File: config.mk
export PLATFORM = sky130hd
export DESIGN_NAME = vga_timing_gen
export DESIGN_NICKNAME = d
export VERILOG_FILES = /design/src/rtl/vga_timing_gen.sv
export SDC_FILE = /design/constraint.sdc
export NUM_CORES = 1
export LEC_CHECK = 0
export BUFFER_PORTS_ARGS = -buffer_cell sky130_fd_sc_hd__clkbuf_2
export CAP_MARGIN = 5
export CORE_MARGIN = 3
export CORE_UTILIZATION = 60
export DETAILED_ROUTE_END_ITERATION = 10
export PLACE_DENSITY = 0.84
export SLEW_MARGIN = 30
export SYNTH_ARGS = -nofsm -noshare
export SYNTH_HDL_FRONTEND = slang
export SYNTH_SLANG_ARGS = --single-unit
File: constraint.sdc
create_clock -name Clk -period 5.15 [get_ports Clk]
set_input_delay 0.515 -clock Clk [delete_from_list [all_inputs] [get_ports Clk]]
set_output_delay 0.515 -clock Clk [all_outputs]
set_load 0.1 [all_outputs]
File: src/rtl/vga_timing_gen.sv
// rtl/vga_timing_gen.sv - 640x480@60 VGA timing generator from a 50 MHz clock
// Counters advance every other Clk; syncs/blank are registered from next-state counts.
module vga_timing_gen #(
   parameter int unsigned H_VISIBLE = 640,
   parameter int unsigned H_FRONT   = 16,
   parameter int unsigned H_SYNC    = 96,
   parameter int unsigned H_BACK    = 48,
   parameter int unsigned V_VISIBLE = 480,
   parameter int unsigned V_FRONT   = 10,
   parameter int unsigned V_SYNC    = 2,
   parameter int unsigned V_BACK    = 33
) (
   input  logic       Clk,
   input  logic       Reset_n,
   output logic       pixel_clk,
   output logic       hs,
   output logic       vs,
   output logic       blank_n,
   output logic       sync_n,
   output logic [9:0] DrawX,
   output logic [9:0] DrawY,
   output logic       frame_start
);

   localparam logic [9:0] H_VIS_END    = 10'(H_VISIBLE);
   localparam logic [9:0] H_SYNC_START = 10'(H_VISIBLE + H_FRONT);
   localparam logic [9:0] H_SYNC_END   = 10'(H_VISIBLE + H_FRONT + H_SYNC);
   localparam logic [9:0] H_TOTAL      = 10'(H_VISIBLE + H_FRONT + H_SYNC + H_BACK);
   localparam logic [9:0] V_VIS_END    = 10'(V_VISIBLE);
   localparam logic [9:0] V_SYNC_START = 10'(V_VISIBLE + V_FRONT);
   localparam logic [9:0] V_SYNC_END   = 10'(V_VISIBLE + V_FRONT + V_SYNC);
   localparam logic [9:0] V_TOTAL      = 10'(V_VISIBLE + V_FRONT + V_SYNC + V_BACK);

   logic       ph;
   logic [9:0] hc;
   logic [9:0] vc;
   logic [9:0] hc_nxt;
   logic [9:0] vc_nxt;
   logic       h_last;
   logic       v_last;
   logic       wrap;

   // End-of-line/frame detected as count+1 == total so no subtraction is needed.
   assign h_last = ((hc + 10'd1) == H_TOTAL);
   assign v_last = ((vc + 10'd1) == V_TOTAL);
   assign wrap   = ph & h_last & v_last;

   always_comb begin
      hc_nxt = hc;
      vc_nxt = vc;
      if (ph) begin
         if (h_last) begin
            hc_nxt = 10'd0;
            vc_nxt = v_last ? 10'd0 : vc + 10'd1;
         end else begin
            hc_nxt = hc + 10'd1;
         end
      end
   end

   always_ff @(posedge Clk or negedge Reset_n) begin
      if (!Reset_n) begin
         ph          <= 1'b0;
         hc          <= 10'd0;
         vc          <= 10'd0;
         hs          <= 1'b1;
         vs          <= 1'b1;
         blank_n     <= 1'b1;
         frame_start <= 1'b0;
      end else begin
         ph          <= ~ph;
         hc          <= hc_nxt;
         vc          <= vc_nxt;
         hs          <= ~((hc_nxt >= H_SYNC_START) && (hc_nxt < H_SYNC_END));
         vs          <= ~((vc_nxt >= V_SYNC_START) && (vc_nxt < V_SYNC_END));
         blank_n     <= (hc_nxt < H_VIS_END) && (vc_nxt < V_VIS_END);
         frame_start <= wrap;
      end
   end

   assign pixel_clk = ph;
   assign sync_n    = 1'b0;
   assign DrawX     = hc;
   assign DrawY     = vc;

endmodule
* Yosys cells after proc, flatten, opt, wreduce, memory -nomap -nowiden
Index checks and enable logic that the tools add are counted.
Widths: inputs -> output; s select.
** Word-level totals
- Register bits :: 25
- Latch bits :: 0
- Bits in writable memories :: 0
- ROM bits :: 0
- Input port bits :: 2
- Logic and storage cells :: 30
- Memories kept :: 0
** Cells by class
- Add/subtract/negate cells :: 2
- Multiply operators :: 0
- Div/mod/pow operators :: 0
- Magnitude comparators :: 6
- Equality and inequality tests :: 2
- Shift operators :: 0
- Multiplexer cells :: 5
- Bitwise logic cells :: 5
- Reduce and logical (&&, ||, !) cells :: 3
** Operator list (count)
- $mux 10 :: 5
- $add 10x1->10 const B :: 2
- $eq 10x10->1 const B :: 2
- $lt 10x10->1 const B :: 2
- $lt 10x9->1 const B :: 2
- $ge 10x10->1 const B :: 1
- $ge 10x9->1 const B :: 1
- $logic_and 1x1->1 :: 3
- $not 1->1 :: 3
- $and 1x1->1 :: 2

* Logic depth before layout (Yosys ltp)
Gate-level depths: netlist of the first run.
- Word-level depth :: 8
- Depth in mapped cells :: 10
- Mapped depth without buffers :: 8

* Worst setup path before layout of the first run
Ideal clock, no wire load.
- Path type :: register -> register
- Start point :: register vc[0], in the netlist DrawY[0]
- End point :: register blank_n
- Setup time :: 0.063 ns
- Arrival :: 2.642 ns
- Data required time :: 5.087 ns
- Path slack :: 2.444 ns
- Stages on the path, launching flop included :: 9
- Path buffers :: 1
- Cell sequence :: dfrtp_1 > ha_1 > buf_2 > or4bb_1 > a211oi_1 > o221a_2 > nor2_1 > o21ai_2 > and4_1
** Between the ends
- Word-level cells in the longest chain between the ends :: 7
** Ends and longest elaborated chain
- from (decl) :: RTL line 36 : logic [9:0] vc;
- from (signal assigned) :: RTL line 73 : vc <= vc_nxt;
- $add 10x1->10 :: RTL line 45, 54
- $eq 10x10->1 :: RTL line 45 : assign v_last = ((vc + 10'd1) == V_TOTAL);
- $mux 10 :: RTL line 54 : vc_nxt = v_last ? 10'd0 : vc + 10'd1;
- $mux 10 :: RTL line 52 : if (h_last) begin
- $mux 10 (*) :: RTL line 51 : if (ph) begin
- $lt 10x9->1 (*) :: RTL line 76 : blank_n <= (hc_nxt < H_VIS_END) && (vc_nxt < V_VIS_END);
- $logic_and 1x1->1 (*) :: RTL line 76
- to (signal assigned) :: RTL line 76
- to (decl) :: RTL line 18 : output logic blank_n,
Mark *: on every way between the ends. The rest lies on a longest branch, timed or not.

* Final worst setup path of the first run
- Start point :: register hc[0], in the netlist DrawX[0]
- End point :: register vs
** Between the ends
- Word-level cells in the longest chain between the ends :: 7
- Elaborated cells on any way between the ends :: 8
- Classes of those cells :: 1 x add/sub; 2 x order compare; 1 x eq/ne; 2 x mux; 1 x bitwise; 1 x reduce/logical
** Ends and longest elaborated chain
- from (decl) :: RTL line 35 : logic [9:0] hc;
- from (signal assigned) :: RTL line 72 : hc <= hc_nxt;
- $add 10x1->10 (*) :: RTL line 44 : assign h_last = ((hc + 10'd1) == H_TOTAL);
- $eq 10x10->1 (*) :: RTL line 44
- $mux 10 (*) :: RTL line 52
- $mux 10 (*) :: RTL line 51
- $ge 10x9->1 or $lt 10x9->1 (tied branches) :: RTL line 75 : vs <= ~((vc_nxt >= V_SYNC_START) && (vc_nxt < V_SYNC_END));
- $logic_and 1x1->1 (*) :: RTL line 75
- $not 1->1 (*) :: RTL line 75
- to (signal assigned) :: RTL line 75
- to (decl) :: RTL line 17 : output logic vs,
Marked as above.

==> impl_results.md, run 1 <==
- Pleak: 0.795 nW
- CP Max Fanout: 20
- Clock Sinks: 25
- WP data arrival: 3.00 ns
- Post-Synthesis Cells: 178
- Worst-skew pair later-pin latency: 0.31 ns
- Final instance area: 1740 sq um
- Core footprint: 2570 sq um
- Clk slew on worst S/H paths: 0.13 ns
- HP Class: input pin to asynchronous set/reset pin
- Relative slew slack: 48.9%
- Worst Skew: 0.00481 ns
- Tot Pwr: 0.288 mW
- Post-DRT Antenna Nets: 0
- Post-DP HPWL: 2.49 mm
- Setup crit start kind: flip-flop
- Initial antenna violation count: 0
- Worst Setup Slack, final: 2.39 ns
- Synth Flop Type: dfrtp_1
- Placed Area: 1710 sq um
- Reg2Reg Setup Slack: 2.39 ns
- Worst endpoint required time: 5.39 ns
- Largest net degree at the start of global routing: 26
- Vias in the first global route: 1313
- Fin util: 67.6%
- Pre-CTS setup slack: 2.45 ns
- Final worst path period share: 53.5%
- Die area: 3440 sq um
- P per Cell Area: 166 nW/um^2
- Via count: 1379
- Dpl cells: 218
- Yosys cell types: 57
- Area delta synth->final: 4.29%
- Crit path kind: flip-flop to flip-flop
- Maximum vdd ir drop: 141 uV
- # diodes: 0
- Routability congestion estimate: 0.872
- RSZ-0062 raised after global routing: false
- Clock root cell: clkbuf_4
- Number of synthesized flops with an enable pin: 0
- Sequential area share after synthesis: 37.8%
- Status: finished clean
- CTS buffer count: 3
- Nets: 198
- Postcts setup bufs: 0
- Setup Viol. Count Final: 0
- Vias/cell: 6.21
- Ys async rst share: 100%
- CTS Hold Bufs: 0
- Initial Utilization: 64.8%
- Input/output buffers: 26
- CTS tree: yes
- Share of layout cells above drive strength 1: 22.9%
- Io pins: 28
- Max-cap violations: 0
- Drt wl/cell: 15.2 um
- Syn_nets: 183
- Worst Reg-to-Reg Cells: 7
- First-pass GRT wire length: 5.66 mm
- Max Buffers Root-to-Sink: 2
- Post-route insts no fill: 222
- #FFs+latches synth: 25
- Fillers: 224
- Hold slack: 0.193 ns
- Worst-Margin Slew: 0.762 ns
- FP Rows: 18
- GRT overflow: 0
- Synth warn: 0
- Die width: 58.7 um
- H-Tree Depth: 1
- GRT Util Overall: 21.2%
- Fmax: 363 MHz
- Netlist Area Pre-Place: 1660 sq um
- DR DRC count: 0
- Min Tclk post-route: 2.76 ns
- DRT iter0 DRCs: 69
- CP Capture Type: flip-flop
- Synthesized area per cell: 9.35 sq um
- Die Y: 58.7 um
- TNS Setup: 0 ns
- Post-cts sizing count: 0
- Drt total wl: 3.37 mm
- Hold Vio Cnt, Final: 0
- Fin. max-slew vios: 0
- DR pass1 iterations: 4
final timing paths:
path | from | end
hold / removal | Reset_n | DrawX[0]
hold reg to reg | DrawX[0] | DrawX[0]
max in group asynchronous | Reset_n | DrawY[6]
setup reg to reg | DrawX[0] | vs
setup / recovery | DrawX[0] | vs
min in group Clk | DrawX[0] | DrawX[0]
per-layer routing:
metal,track usage (%),routed length [um]
met3,2.85,114
met5,0,0
met1,24.2,1380
met2,39.9,1820
met4,7.77,62
Yosys cell counts (all sizes together) (3+ instances only):
cell | instances | area share, %
nor2 | 17 | 3.8
dfstp | 3 | 4.7
a31oi | 4 | 1.5
and3 | 3 | 1.4
xor2 | 6 | 3.2
nor3 | 3 | 0.90
nand4 | 5 | 1.9
o21ai | 5 | 1.7
nand3 | 12 | 3.6
nand4b | 3 | 1.6
xnor2 | 7 | 4.6
buf | 13 | 6.7
dfrtp | 22 | 33
a21oi | 4 | 1.2
and4 | 3 | 1.7
nand2 | 15 | 3.5
inv | 4 | 0.90
ha | 3 | 2.3
and2 | 5 | 1.9
clkbuf | 3 | 0.68
cell usage in the layout, fill, tap and decap left out, types with 3 or more instances in the layout:
cell type,count
clkbuf_2,26
dfrtp_1,22
nor2_1,17
nand2_1,14
nand3_1,12
xor2_1,6
and2_1,5
nand4_1,5
xnor2_1,5
inv_1,4
a21oi_1,4
a31oi_1,4
o21ai_0,4
nand4b_1,3
nor3_1,3
ha_1,3
dfstp_2,3
clkbuf_4,3
where the power goes:
group          leakage (nW)  internal, mW  switching [mW]  total (mW)
Sequential            0.325         0.196               0       0.196
Clock                0.0150        0.0302          0.0543      0.0845
Combinational         0.455      0.000259         0.00687     0.00713
Total                 0.795         0.227          0.0611       0.288
critical path, stage by stage, from the launching register on:
cell,delay [ns]
dfrtp_1,0.44
ha_1,0.31
and4b_2,0.26
a31oi_1,0.04
o2bb2ai_1,0.16
nand4b_1,0.62
or4_1,0.74
o211ai_1,0.11
sequential cells by signal (all words and copies together), names as in the netlist:
signal       flops
pixel_clk        1
hs               1
frame_start      1
vs               1
DrawY           10
blank_n          1
DrawX           10
logic make-up (layout without fill, tap and decap cells):
kind of cell             after synthesis  in the layout  synth area share (%)
AND/OR/NAND/NOR                       81             81                  27.4
other                                  1              1                 0.225
AO/OA/AOI/OAI                         32             32                  14.4
flip-flops                            25             25                  37.8
adder cells (fa/ha/maj)                3              3                  2.26
XOR/XNOR                              13             13                  7.74
buffers and inverters                 20             34                  8.27
multiplexers                           3              3                  1.95
layout make-up:
cell class	count	area, sq um	share of cell area (%)
Sequential cell	25	629	36.3
Inverter	4	15.0	0.865
Timing Repair Buffer	26	130	7.50
Multi-Input combinational cell	133	897	51.7
Clock buffer	4	26.3	1.51
Tap cell	30	37.5	2.16
Power figures use the tool's default switching activity.
==> run 2, diff against run 1 <==
Settings changed: CORE_UTILIZATION 60 to 50, PLACE_DENSITY 0.84 to 0.75.
Clock period 5.15 ns to 2.5 ns, I/O delays scaled along.
==> impl_results.md, run 2 (synthesized netlist as in run 1, its figures left out) <==
- DRT iter0 DRCs: 96 (+39%)
- Hold Vio Cnt, Final: 0 (unchanged)
- TNS Setup: 0 ns (unchanged)
- Post-route insts no fill: 240 (+8.1%)
- Worst path buffer plus inverter count: 0 (unchanged)
- P per Cell Area: 341 nW/um^2 (+110%)
- Die area: 4060 sq um (+18%)
- CP Capture Type: flip-flop
- CP Max Fanout: 9 (-55%)
- Worst setup path endpoint: DrawY[2]
- Cell with the most instances on the worst path: o21ai_0
- CTS tree: yes
- Fin. max-slew vios: 0 (unchanged)
- Most frequent cells in the layout: 26 x clkbuf_2, 17 x nor2_1, 14 x dfrtp_1, 14 x nand2_1, 12 x nand3_1
- Vias in the first global route: 1263 (-3.8%)
- Input/output buffers: 26 (unchanged)
- Cell family with most CP delay: compound AO/OA/AOI/OAI gates
- Reg2Reg Setup Slack: 0.17 ns (-2.22 ns)
- Status: finished clean
- Fin util: 57.9% (-9.7 points)
- Reg-to-reg endpoint: DrawY[2]
- Tot Pwr: 0.612 mW (+110%)
- Int Pwr: 0.469 mW (+110%)
- Initial Utilization: 53.6% (-11 points)
- Final worst path period share: 93.2% (+40 points)
- Fmax: 429 MHz (+18%)
- CTS Hold Bufs: 1 (+1)
- Postcts setup bufs: 0 (unchanged)
- Seq pwr share: 66.1% (-2.1 points)
- Relative slew slack: 58.8% (+9.9 points)
- CTS buffer count: 3 (unchanged)
- Crit-path max cell delay: 0.53 ns (-0.21 ns)
- Vias/cell: 5.68 (-8.5%)
- Io pins: 28 (unchanged)
- Max-cap violations: 0 (unchanged)
- Core footprint: 3100 sq um (+21%)
- Area delta synth->final: 7.89%
- Min Tclk post-route: 2.33 ns (-0.426 ns)
- Nets: 202 (+2.0%)
- Reg-to-reg critical path startpoint: DrawY[0]
- Maximum vdd ir drop: 178 uV (+26%)
- Setup Viol. Count Final: 0 (unchanged)
- Logic pwr share: 2.6% (about the same)
- Critical path launch point: DrawY[0]
- Routability congestion estimate: 0.917 (+5.1%)
- Met1 Usage GRT: 26.9% (+2.7 points)
- Clock power share: 31.4% (+2.1 points)
- Setup crit start kind: flip-flop
- Clk slew on worst S/H paths: 0.15 ns (+0.02 ns)
- Dpl cells: 235 (+7.8%)
- Sw Pwr: 0.143 mW (+130%)
- Worst-skew pair later-pin latency: 0.34 ns (+0.03 ns)
- Pleak: 0.802 nW (+0.91%)
- H-Tree Depth: 1 (unchanged)
- GRT Util Overall: 18.0% (-3.2 points)
- Worst-Margin Slew: 0.618 ns (-0.144 ns)
- Post-cts sizing count: 0 (unchanged)
- Largest net degree at the start of global routing: 26 (unchanged)
- Max Buffers Root-to-Sink: 2 (unchanged)
- Worst Reg-to-Reg Cells: 7 (unchanged)
- RSZ-0062 raised after global routing: false
- Worst endpoint required time: 2.73 ns (-2.66 ns)
- Worst Skew: 0.0115 ns (+0.00667 ns)
- DR DRC count: 0 (unchanged)
- Net Sw Frac: 23.4% (+2.2 points)
- WP data arrival: 2.56 ns (-0.44 ns)
- Clock root cell: clkbuf_4
- Die width: 63.7 um (+8.6%)
- First-pass GRT wire length: 5.91 mm (+4.3%)
- Crit path kind: flip-flop to flip-flop
- Critical Path Stages: 7 (unchanged)
- DR pass1 iterations: 4 (unchanged)
- FP Rows: 20 (+2)
- M2 GR Usage: 26.6% (-13 points)
- M3 GR Usage: 2.14% (-0.71 points)
- Die Y: 63.7 um (+8.6%)
- Via count: 1364 (-1.1%)
- Clock Sinks: 25 (unchanged)
- Commonest non-fill, non-tap cell in the layout: clkbuf_2
- Share of layout cells above drive strength 1: 28.1% (+5.1 points)
- Hold slack: 0.433 ns (+0.240 ns)
- Slowest cell on crit path: or4bb_1
- Initial antenna violation count: 0 (unchanged)
- Busiest grt layer: met1
- Drt wl/cell: 14.3 um (-6.0%)
- HP Class: input pin to asynchronous set/reset pin
- Worst path cell trace: ha_1, or4bb_1, a211oi_1, o221a_2, nor2_1, o21ai_0, o21ai_0
- Drt total wl: 3.43 mm (+1.6%)
- Post-DRT Antenna Nets: 0 (unchanged)
- # diodes: 0 (unchanged)
- Post-DP HPWL: 2.48 mm (about the same)
- GRT overflow: 0 (unchanged)
## run 2: cell count changes in the layout (fill, tap and decap cells not counted)
cell           delta
dfrtp_1           -8
dfrtp_2           +8
buf_4             +3
dlygate4sd3_1     +1
## run 2: worst reg2reg max path, stage by stage, from the launching register on
cell and delay [ns]:
dfrtp_2 0.47, ha_1 0.31, or4bb_1 0.53, a211oi_1 0.26
o221a_2 0.29, nor2_1 0.05, o21ai_0 0.19, o21ai_0 0.12
## run 2: cell type report
cell class,instances,area (sq um)
repair buffers,30,163
flip-flops and latches,25,639
well taps,44,55.1
inverters,4,15.0
clock buffers,4,26.3
multi-input cells,133,897
fillers,284,1310
## run 2: stage by stage
stage	worst slack, ns	cell area, sq um
after detailed placement	0.242	1760
after floorplan	-0.0115	1670
final	0.169	1800
after CTS	0.200	1800
after global routing	0.00657	1800
after global placement	0.314	1760
## run 2: layer usage
| layer | routed length, um | vias up |
|---|---|---|
| met1 | 1690 | 636 |
| met2 | 1520 | 48 |
| met5 | 0 | - |
| met4 | 51 | 0 |
| li1 | - | 675 |
| met3 | 165 | 5 |
## run 2: worst min-delay path by stage
stage          depth (start not counted)  startpoint  slack, ns       end
2_1_floorplan                          0     Reset_n      -0.05  DrawX[0]
3_3_place_gp                           1     Reset_n       0.29  DrawY[8]
3_5_place_dp                           1     Reset_n       0.30  DrawY[8]
4_1_cts                                2     Reset_n       0.45  DrawY[8]
5_1_grt                                2     Reset_n       0.51  DrawY[8]
6_report                               2     Reset_n       0.43  DrawY[8]
## run 2: power by group through the flow
stage / registers [mW] / clock network (mW) / logic, mW
2_1_floorplan: 0.412 / 0 / 0.00771
3_3_place_gp: 0.412 / 0 / 0.0150
3_5_place_dp: 0.412 / 0 / 0.0155
4_1_cts: 0.405 / 0.199 / 0.0164
5_1_grt: 0.405 / 0.214 / 0.0180
6_report: 0.405 / 0.192 / 0.0158
